==> config.mk <==
export PLATFORM = sky130hd
export DESIGN_NAME = spi_slave_rx
export DESIGN_NICKNAME = d
export VERILOG_FILES = /design/src/rtl/spi_slave_rx.sv
export SDC_FILE = /design/constraint.sdc
export NUM_CORES = 1
export LEC_CHECK = 0
export ABC_AREA = 1
export CELL_PAD_IN_SITES_DETAIL_PLACEMENT = 1
export CELL_PAD_IN_SITES_GLOBAL_PLACEMENT = 2
export CORE_ASPECT_RATIO = 1.5
export CORE_UTILIZATION = 28
export DETAILED_ROUTE_END_ITERATION = 10
export PLACE_DENSITY = 0.83
export SYNTH_ARGS = -nofsm -noshare
export SYNTH_HDL_FRONTEND = slang
export SYNTH_SLANG_ARGS = --single-unit
==> constraint.sdc <==
create_clock -name clk_in -period 1.35 [get_ports clk_in]
set_input_delay 0.405 -clock clk_in [delete_from_list [all_inputs] [get_ports clk_in]]
set_output_delay 0.405 -clock clk_in [all_outputs]
set_load 0.02 [all_outputs]
==> src/rtl/spi_slave_rx.sv <==
`timescale 1ns/1ps
`default_nettype none
// ============================================================================
// Module      : spi_slave_rx
// Description : SPI mode-0 slave receiver. Oversamples the SPI pins in clk_in,
//               deserializes MSB-first bytes and returns a status byte on MISO.
// Revision    : 1.0 - initial release
// ============================================================================
module spi_slave_rx #(
    parameter int SYNC_STAGES     = 2,
    parameter int MAX_FRAME_BYTES = 512,
    parameter int IDX_WIDTH       = $clog2(MAX_FRAME_BYTES)
) (
    input  logic                 clk_in,
    input  logic                 reset,
    input  logic                 spi_clk,
    input  logic                 spi_cs,
    input  logic                 spi_mosi,
    output logic                 spi_miso,
    input  logic [7:0]           tx_byte,
    output logic [7:0]           data_out,
    output logic                 data_valid,
    output logic [IDX_WIDTH-1:0] byte_index,
    output logic                 frame_start,
    output logic                 frame_end,
    output logic                 frame_error,
    output logic                 busy
);

    localparam int               CNT_W       = $clog2(MAX_FRAME_BYTES + 1);
    localparam logic [CNT_W-1:0] C_MAX_BYTES = CNT_W'(MAX_FRAME_BYTES);

    typedef enum logic [1:0] {
        ST_WAIT_IDLE = 2'd0,
        ST_IDLE      = 2'd1,
        ST_SHIFT     = 2'd2
    } state_t;

    state_t                 state_q, state_d;
    logic [SYNC_STAGES-1:0] clk_sync_q, clk_sync_d;
    logic [SYNC_STAGES-1:0] cs_sync_q, cs_sync_d;
    logic [SYNC_STAGES-1:0] mosi_sync_q, mosi_sync_d;
    logic [SYNC_STAGES-1:0] flush_q, flush_d;
    logic                   clk_prev_q, clk_prev_d;
    logic                   cs_prev_q, cs_prev_d;
    logic [7:0]             rxsr_q, rxsr_d;
    logic [7:0]             txsr_q, txsr_d;
    logic [2:0]             bit_cnt_q, bit_cnt_d;
    logic [CNT_W-1:0]       byte_cnt_q, byte_cnt_d;
    logic                   overflow_q, overflow_d;
    logic                   miso_q, miso_d;
    logic [7:0]             data_out_q, data_out_d;
    logic [IDX_WIDTH-1:0]   byte_index_q, byte_index_d;
    logic                   byte_done_q, byte_done_d;
    logic                   data_valid_q, data_valid_d;
    logic                   frame_start_q, frame_start_d;
    logic                   frame_end_q, frame_end_d;
    logic                   frame_error_q, frame_error_d;

    logic w_clk_s, w_cs_s, w_mosi_s;
    logic w_clk_rise, w_clk_fall, w_cs_rise, w_cs_fall;

    assign w_clk_s    = clk_sync_q[SYNC_STAGES-1];
    assign w_cs_s     = cs_sync_q[SYNC_STAGES-1];
    assign w_mosi_s   = mosi_sync_q[SYNC_STAGES-1];
    assign w_clk_rise = w_clk_s & ~clk_prev_q;
    assign w_clk_fall = ~w_clk_s & clk_prev_q;
    assign w_cs_rise  = w_cs_s & ~cs_prev_q;
    assign w_cs_fall  = ~w_cs_s & cs_prev_q;

    always_comb begin
        state_d       = state_q;
        clk_sync_d    = {clk_sync_q[SYNC_STAGES-2:0], spi_clk};
        cs_sync_d     = {cs_sync_q[SYNC_STAGES-2:0], spi_cs};
        mosi_sync_d   = {mosi_sync_q[SYNC_STAGES-2:0], spi_mosi};
        flush_d       = {flush_q[SYNC_STAGES-2:0], 1'b1};
        clk_prev_d    = w_clk_s;
        cs_prev_d     = w_cs_s;
        rxsr_d        = rxsr_q;
        txsr_d        = txsr_q;
        bit_cnt_d     = bit_cnt_q;
        byte_cnt_d    = byte_cnt_q;
        overflow_d    = overflow_q;
        miso_d        = miso_q;
        data_out_d    = data_out_q;
        byte_index_d  = byte_index_q;
        byte_done_d   = 1'b0;
        data_valid_d  = byte_done_q;
        frame_start_d = 1'b0;
        frame_end_d   = 1'b0;
        frame_error_d = 1'b0;

        case (state_q)
            ST_WAIT_IDLE: begin
                // The synchronizer resets to cs=1, so trust cs only once every
                // stage holds a real post-reset sample; a cs held low through
                // reset must not look like a fresh falling edge.
                if (flush_q[SYNC_STAGES-1] && w_cs_s) begin
                    state_d = ST_IDLE;
                end
            end
            ST_IDLE: begin
                if (w_cs_fall) begin
                    state_d       = ST_SHIFT;
                    frame_start_d = 1'b1;
                    bit_cnt_d     = 3'd0;
                    byte_cnt_d    = '0;
                    overflow_d    = 1'b0;
                    txsr_d        = tx_byte;
                    miso_d        = tx_byte[7];
                end
            end
            ST_SHIFT: begin
                if (w_cs_rise) begin
                    state_d       = ST_IDLE;
                    frame_end_d   = 1'b1;
                    frame_error_d = (bit_cnt_q != 3'd0) || overflow_q;
                end else if (w_clk_rise) begin
                    rxsr_d    = {rxsr_q[6:0], w_mosi_s};
                    bit_cnt_d = bit_cnt_q + 3'd1;
                    if (bit_cnt_q == 3'd7) begin
                        if (byte_cnt_q == C_MAX_BYTES) begin
                            overflow_d = 1'b1;
                        end else begin
                            data_out_d   = {rxsr_q[6:0], w_mosi_s};
                            byte_index_d = byte_cnt_q[IDX_WIDTH-1:0];
                            byte_done_d  = 1'b1;
                            byte_cnt_d   = byte_cnt_q + CNT_W'(1);
                        end
                    end
                end else if (w_clk_fall) begin
                    // bit_cnt has wrapped to 0 only on the fall after a byte's 8th rise
                    if (bit_cnt_q == 3'd0) begin
                        txsr_d = tx_byte;
                        miso_d = tx_byte[7];
                    end else begin
                        miso_d = txsr_q[6];
                        txsr_d = {txsr_q[6:0], 1'b0};
                    end
                end
            end
            default: state_d = ST_WAIT_IDLE;
        endcase
    end

    always_ff @(posedge clk_in) begin
        if (reset) begin
            state_q       <= ST_WAIT_IDLE;
            clk_sync_q    <= '0;
            cs_sync_q     <= '1;
            mosi_sync_q   <= '0;
            flush_q       <= '0;
            clk_prev_q    <= 1'b0;
            cs_prev_q     <= 1'b1;
            rxsr_q        <= 8'h00;
            txsr_q        <= 8'h00;
            bit_cnt_q     <= 3'd0;
            byte_cnt_q    <= '0;
            overflow_q    <= 1'b0;
            miso_q        <= 1'b0;
            data_out_q    <= 8'h00;
            byte_index_q  <= '0;
            byte_done_q   <= 1'b0;
            data_valid_q  <= 1'b0;
            frame_start_q <= 1'b0;
            frame_end_q   <= 1'b0;
            frame_error_q <= 1'b0;
        end else begin
            state_q       <= state_d;
            clk_sync_q    <= clk_sync_d;
            cs_sync_q     <= cs_sync_d;
            mosi_sync_q   <= mosi_sync_d;
            flush_q       <= flush_d;
            clk_prev_q    <= clk_prev_d;
            cs_prev_q     <= cs_prev_d;
            rxsr_q        <= rxsr_d;
            txsr_q        <= txsr_d;
            bit_cnt_q     <= bit_cnt_d;
            byte_cnt_q    <= byte_cnt_d;
            overflow_q    <= overflow_d;
            miso_q        <= miso_d;
            data_out_q    <= data_out_d;
            byte_index_q  <= byte_index_d;
            byte_done_q   <= byte_done_d;
            data_valid_q  <= data_valid_d;
            frame_start_q <= frame_start_d;
            frame_end_q   <= frame_end_d;
            frame_error_q <= frame_error_d;
        end
    end

    assign spi_miso    = miso_q;
    assign data_out    = data_out_q;
    assign data_valid  = data_valid_q;
    assign byte_index  = byte_index_q;
    assign frame_start = frame_start_q;
    assign frame_end   = frame_end_q;
    assign frame_error = frame_error_q;
    assign busy        = (state_q == ST_SHIFT);

endmodule
`default_nettype wire
==> metrics.log <==
[metrics] result of the run: complete, but fails checks
[metrics] violated checks: setup timing
[metrics] Tightest Hold Check Type: reg2reg
[metrics] total stage count of the critical path: 9
[metrics] beginning of the worst register-to-register path: bit_cnt_q[1]$_SDFFE_PP0P_
[metrics] Yosys warning count: 0
[metrics] crit path setup slack, layout: -0.238 ns
[metrics] num rows: 42
[metrics] Buf+Inv Stages, Crit Path: 3
[metrics] total routing resource utilization after global routing: 0.174
[metrics] final slew viol count: 0
[metrics] worst IR drop on VDD: 0.000587 V
[metrics] post-synthesis cell type count: 23
[metrics] worst stage delay on the critical path: 0.36 ns
[metrics] total power per unit cell area: 1010 mW/mm²
[metrics] initial antenna violation count: 0
[metrics] cell internal pwr: 3.36 mW
[metrics] die width: 80.7 µm
[metrics] Avg Inst Size Synth: 7.45 µm²
[metrics] number of flops mapped to enable cells by yosys: 0
[metrics] critical path data required time: 1.61 ns
[metrics] start-to-end type of the worst setup path: reg2reg
[metrics] Remaining DRCs: 0
[metrics] max-cap check violation count: 0
[metrics] cell depth of the worst min-delay path: 2
[metrics] top-count cell post-synth: sky130_fd_sc_hd__dfxtp_1
[metrics] r2r endpoint: data_out[5]$_SDFFE_PP0P_
[metrics] Arrival @ worst endpoint: 1.85 ns
[metrics] Filler Cells Inserted: 1050
[metrics] logic gate share of total power: 0.061
[metrics] insertion delay to the later sink of the worst-skew pair: 0.33 ns
[metrics] Top FF cell, synth: sky130_fd_sc_hd__dfxtp_1
[metrics] sort of element at the start of the critical path: flop
[metrics] Chip Height: 120 µm
[metrics] RSZ-0062 raised after global routing: yes
[metrics] largest net degree at the start of global routing: 22
[metrics] share of Yosys cell area claimed by the top area cell type: 0.485
[metrics] count of final hold-check violations: 0
[metrics] Starting Density: 0.291
[metrics] DRT Wirelength: 8900 µm
[metrics] half-perimeter wire length of the detailed placement result: 5210 µm
[metrics] number of buffers created by CTS: 9
[metrics] Cell Count, Final, Fillers Out: 564
[metrics] proportion of register bits with asynchronous set or reset after synthesis: 0
[metrics] via/cell ratio: 4.72
[metrics] most frequent cells after synthesis: sky130_fd_sc_hd__dfxtp_1, sky130_fd_sc_hd__nand2_1, sky130_fd_sc_hd__inv_1
[metrics] final worst path period share: 1.18
[metrics] Core Area: 0.00893 mm²
[metrics] peak fanout along the critical path: 7
[metrics] per-cell routed wire length: 15.8 µm
[metrics] area grow syn2layout: 64.8%
[metrics] portion of the post-synthesis area used by sequential elements: 0.485
[metrics] achievable clock frequency: 0.630 GHz
[metrics] minimum clock period: 1.59 ns
[metrics] Reg2Reg Depth: 9
[metrics] vias in the first global route: 2687
[metrics] total die area: 0.00968 mm²
[metrics] number of ports placed on the die boundary: 36
[metrics] diodes inserted: 0
[metrics] DR pass1 iterations: 4
[metrics] Top delay family on crit path: buffers and inverters
[metrics] Leakage Power: 1.80 nW
[metrics] number of nets in the layout: 467
[metrics] TritonCTS clock tree: yes
[metrics] synthesized area: 0.00260 mm²
[metrics] critical-path cell with the highest stage delay: sky130_fd_sc_hd__dfxtp_4
[metrics] switching power summed over all nets: 0.973 mW
[metrics] Sw Ratio: 0.225
[metrics] H-tree depth reported by CTS: 3
[metrics] slack of the worst reg-to-reg path: -0.24 ns
[metrics] Design Area, Final: 0.00428 mm²
[metrics] Layout Skew: 0.00719 ns
[metrics] kind of end point of the critical path: flop
[metrics] CTS clk-pin slew, worst paths: 0.06 ns
[metrics] Critical path origin: bit_cnt_q[1]$_SDFFE_PP0P_
[metrics] number of clock sinks seen by CTS: 63
[metrics] total setup violations reported at the end of the flow: 48
[metrics] Synthesized Nets: 367
[metrics] starting DRC count in detailed routing: 71
[metrics] total negative slack: -7.42 ns
[metrics] global-route congestion overflow total: 0
[metrics] biggest area contributors in the synthesized netlist: sky130_fd_sc_hd__dfxtp_1, sky130_fd_sc_hd__o21ai_0, sky130_fd_sc_hd__nand2_1
[metrics] detailed-route via count: 2661
[metrics] area post-placement: 0.00339 mm²
[metrics] Bufs on Longest Clock Path: 2
[metrics] placed insts: 526
[metrics] count of state elements after synthesis: 63
[metrics] last element of the critical path: data_out[5]$_SDFFE_PP0P_
[metrics] sequential share of power: 0.442
[metrics] number of port buffers: 35
[metrics] number of antenna-violating nets in the routed design: 0
[metrics] worst slack at placement: -0.266 ns
[metrics] cell accounting for the most synthesized area: sky130_fd_sc_hd__dfxtp_1
[metrics] routability congestion estimate: 0.833
[metrics] # hold bufs at CTS: 0
[metrics] number of instances in the synthesized netlist: 349
[metrics] relative max-transition margin: 0.831
[metrics] share of total power in the clock network: 0.497
[metrics] transition time at the pin with the least slew margin: 0.253 ns
[metrics] CP Cell Sequence: buf_12 -> ha_4 -> ha_4 -> nand4_1 -> nor2_4 -> buf_12 -> nand2_2 -> buf_6 -> o21ai_1
[metrics] root buffer cell: sky130_fd_sc_hd__clkbuf_16
[metrics] wire length of the first global-routing pass: 12500 µm
[metrics] fraction of final layout cells sized beyond drive strength 1: 0.425
## tightest hold or removal path, stage by stage (launching register included)
cell and delay, ns:
sky130_fd_sc_hd__dfxtp_1 0.29, sky130_fd_sc_hd__inv_1 0.04, sky130_fd_sc_hd__nor2_1 0.03
## per-layer routing
layer  up-vias  GRT usage  share of wire
li1       1315          -              -
met1      1294      0.181           0.39
met2        35      0.318           0.56
met3        17     0.0365          0.028
met4         0     0.0882          0.023
met5         -          0              0
## kinds of logic (layout without fill, tap and decap cells)
family          count (synthesis)  count (layout)  synth area share
fa+ha+maj                       5               5            0.0241
buf+inv                        68             172             0.102
compound gates                 81              82             0.161
simple gates                  131             131             0.224
xor+xnor                        1               1           0.00337
flops                          63              63             0.485
## how the worst min path moves through the flow
stage / start / end / slack, ns
after floorplan: clk_sync_q[0]$_SDFF_PP0_ / clk_sync_q[1]$_SDFF_PP0_ / 0.39
after global placement: clk_sync_q[0]$_SDFF_PP0_ / clk_sync_q[1]$_SDFF_PP0_ / 0.39
after detailed placement: flush_q[0]$_DFF_P_ / flush_q[1]$_SDFF_PP0_ / 0.40
after CTS: flush_q[0]$_DFF_P_ / flush_q[1]$_SDFF_PP0_ / 0.41
after global routing: clk_sync_q[0]$_SDFF_PP0_ / clk_sync_q[1]$_SDFF_PP0_ / 0.44
final: flush_q[0]$_DFF_P_ / flush_q[1]$_SDFF_PP0_ / 0.41
## what timing repair did
action | in CTS | in global routing
gates cloned | 1 | 5
gates resized for setup | 147 | 100
pin swaps | 17 | 24
setup endpoints to repair | 69 | 58
setup buffers | 6 | 10
## sequential cells by signal, summed over array words and instances (netlist names), 2 cells and up
register / flops
byte_cnt_q: 10
byte_index: 9
data_out: 8
rxsr_q: 7
txsr_q: 7
bit_cnt_q: 3
clk_sync_q: 2
cs_sync_q: 2
flush_q: 2
mosi_sync_q: 2
state_q: 2
## power by group through the flow
stage                     Clock, mW  Sequential (mW)  Combinational (mW)
after floorplan                   0             1.95               0.108
after global placement            0             1.95               0.210
after detailed placement          0             1.95               0.217
after CTS                      2.18             1.91               0.236
after global routing           2.26             1.91               0.291
final                          2.15             1.91               0.264
## through the flow
step                      hold slack (ns)  power (mW)  utilization
final                               0.406        4.33        0.480
after global routing                0.440        4.47        0.480
after CTS                           0.410        4.33        0.438
after detailed placement            0.403        2.17        0.380
after global placement              0.391        2.16        0.380
after floorplan                     0.388        2.06            -
## cells in the final DEF (no fill, tap or decap), types with 2 or more instances in the layout
cell and count:
sky130_fd_sc_hd__nand2_1 43, sky130_fd_sc_hd__a21boi_4 2, sky130_fd_sc_hd__nand4_1 3, sky130_fd_sc_hd__clkbuf_2 2
sky130_fd_sc_hd__nor3_1 4, sky130_fd_sc_hd__o21ai_0 2, sky130_fd_sc_hd__a21oi_2 13, sky130_fd_sc_hd__dfxtp_1 59
sky130_fd_sc_hd__nand3_1 19, sky130_fd_sc_hd__buf_8 2, sky130_fd_sc_hd__clkbuf_8 2, sky130_fd_sc_hd__nor2_4 5
sky130_fd_sc_hd__inv_4 5, sky130_fd_sc_hd__clkbuf_1 2, sky130_fd_sc_hd__clkdlybuf4s50_1 12, sky130_fd_sc_hd__buf_2 16
sky130_fd_sc_hd__buf_6 11, sky130_fd_sc_hd__or2_2 2, sky130_fd_sc_hd__buf_12 6, sky130_fd_sc_hd__inv_2 4
sky130_fd_sc_hd__buf_4 43, sky130_fd_sc_hd__ha_4 3, sky130_fd_sc_hd__clkbuf_16 13, sky130_fd_sc_hd__o21ai_4 2
sky130_fd_sc_hd__o21ai_2 23, sky130_fd_sc_hd__nand2_2 13, sky130_fd_sc_hd__dfxtp_2 3, sky130_fd_sc_hd__nor2_1 28
sky130_fd_sc_hd__a21oi_1 22, sky130_fd_sc_hd__nand2_4 2, sky130_fd_sc_hd__clkdlybuf4s15_2 4, sky130_fd_sc_hd__clkinv_2 2
sky130_fd_sc_hd__o21ai_1 18, sky130_fd_sc_hd__nand3_2 6, sky130_fd_sc_hd__nand3_4 4, sky130_fd_sc_hd__inv_1 47
## cell type report
cell class              instances  area (µm²)  area share
flip-flops and latches         63        1270       0.296
clock inverters                 3        17.5     0.00409
repair buffers                100         952       0.222
well taps                     110         138      0.0321
clock buffers                  13         260      0.0607
multi-input cells             219        1430       0.333
inverters                      56         223      0.0520
(Power assumes the default switching activity.)
==> variant: new RTL, same settings <==
Make the reset (`reset`) asynchronous in one clocked block. Comments in the files are not updated.
--- a/src/rtl/spi_slave_rx.sv
+++ b/src/rtl/spi_slave_rx.sv
@@ -144,5 +144,5 @@
     end
 
-    always_ff @(posedge clk_in) begin
+    always_ff @(posedge clk_in or posedge reset) begin
         if (reset) begin
             state_q       <= ST_WAIT_IDLE;
Function: differs if reset is asserted again (counterexample within 10 cycles, from zero or initial values and one cycle with reset high); with reset held inactive, the same outputs for 10 cycles.
==> variant against the original RTL <==
  * The run still ends with setup timing left
  * Via count is 10% lower
  * Critical path depth increased by 1
  * Global-route usage down 3.6 points
  * Sequential cell count did not move
  * Utilization fell by 3.5 points
  * Worst setup slack improved by 0.085 ns
  * Area after synthesis up 7.1%
  * Routed wire length down 16%
  * Cell area increased by 0.64%
  * Critical endpoint is now byte_index[3]$_DFFE_PP0P_
Power is not compared: it rests on default switching activity, and its combinational part moved more than twofold at a synthesized area within 25%.
==> variant: results (changes against the original RTL) <==
status: complete, but fails checks
failing checks: setup timing
Layout fillers: 1,107 (+5.4%)
Finish-stage setup viols: 43 (-10%)
Post-synth ARST share: 1.00 (+1.00)
RD Place Congestion: 0.784 (-5.9%)
Setup Slack @ Placement: -0.213 ns (+0.0532 ns)
met2 wire len: 4.21 mm (-15%)
port buffer count: 35 (unchanged)
CP top delay family: simple AND/OR/NAND/NOR gates
Post-synth top cells: nand2_1 (95), dfrtp_1 (60), inv_1 (38)
Synth cell types: 26 (+13%)
number of global-route vias before repair: 2,412 (-10%)
met3 routed WL: 229 µm (-7.3%)
Iter 0 DRT Violations: 81 (+14%)
worst hold stages: 0 (-2)
Largest stage delay, worst path: 0.39 ns (+0.03 ns)
CP max-delay cell: dfrtp_1
GRT Total Usage: 0.138 (-0.0361)
worst r2r dst: byte_index[3]$_DFFE_PP0P_
Seq/Total Area, Yosys: 0.568 (+0.0826)
worst hold start: clk_sync_q[0]$_DFF_PP0_
synth top area cells: dfrtp_1 (54%), nand2_1 (13%), inv_1 (5.1%), o21ai_2 (4.4%), nand3_1 (4.0%)
syn_area_per_cell: 8.89 µm² (+19%)
non-filler cells in the finished layout: 520 (-7.8%)
skew final: 0.00946 ns (+0.00226 ns)
first-pass GRT wire length: 11.0 mm (-12%)
final net count: 418 (-10%)
final worst setup slack: -0.153 ns (+0.0848 ns)
Placed Cells incl. Taps: 491 (-6.7%)
main flop type after synthesis: dfrtp_1
hold endpoint: clk_sync_q[1]$_DFF_PP0_
worst hold slack: 0.347 ns (-0.0592 ns)
M1 WL: 2.83 mm (-18%)
cells on worst reg2reg path: 10 (+1)
number of gates resized after CTS: 124 (-16%)
CP Data Arrival Time: 1.71 ns (-0.14 ns)
syn_nets: 331 (-9.8%)
DR vias: 2,394 (-10%)
worst r2r src: byte_cnt_q[0]$_DFFE_PP0P_
placed wire-length estimate: 4.66 mm (-11%)
Avg WL per Cell: 14.3 µm (-9.2%)
grt met2 use: 0.257 (-0.0611)
Root Buffer Master: clkbuf_16
layout cells sized above 1: 0.462 (+0.0366)
total CTS buffers: 9 (unchanged)
==> variant: through the flow <==
stage	setup TNS, ns	instance area, µm²
after floorplan	-1.36	2800
after global routing	-7.55	4310
after detailed placement	-5.22	3570
after global placement	-3.96	3570
after CTS	-2.95	3900
final	-3.97	4310
==> variant: layout make-up <==
cell class | count | area (µm²) | area share
Sequential cell | 63 | 1580 | 0.367
Timing Repair Buffer | 83 | 781 | 0.181
Clock inverter | 5 | 33.8 | 0.00784
Tap cell | 115 | 144 | 0.0334
Clock buffer | 11 | 243 | 0.0563
Multi-Input combinational cell | 202 | 1360 | 0.314
Inverter | 41 | 175 | 0.0406
==> variant: logic make-up after synthesis <==
kind of cell	synth area share
AO/OA/AOI/OAI	0.105
adder cells (fa/ha/maj)	0.0225
buffers and inverters	0.0773
flip-flops	0.568
other	0.00135
AND/OR/NAND/NOR	0.227
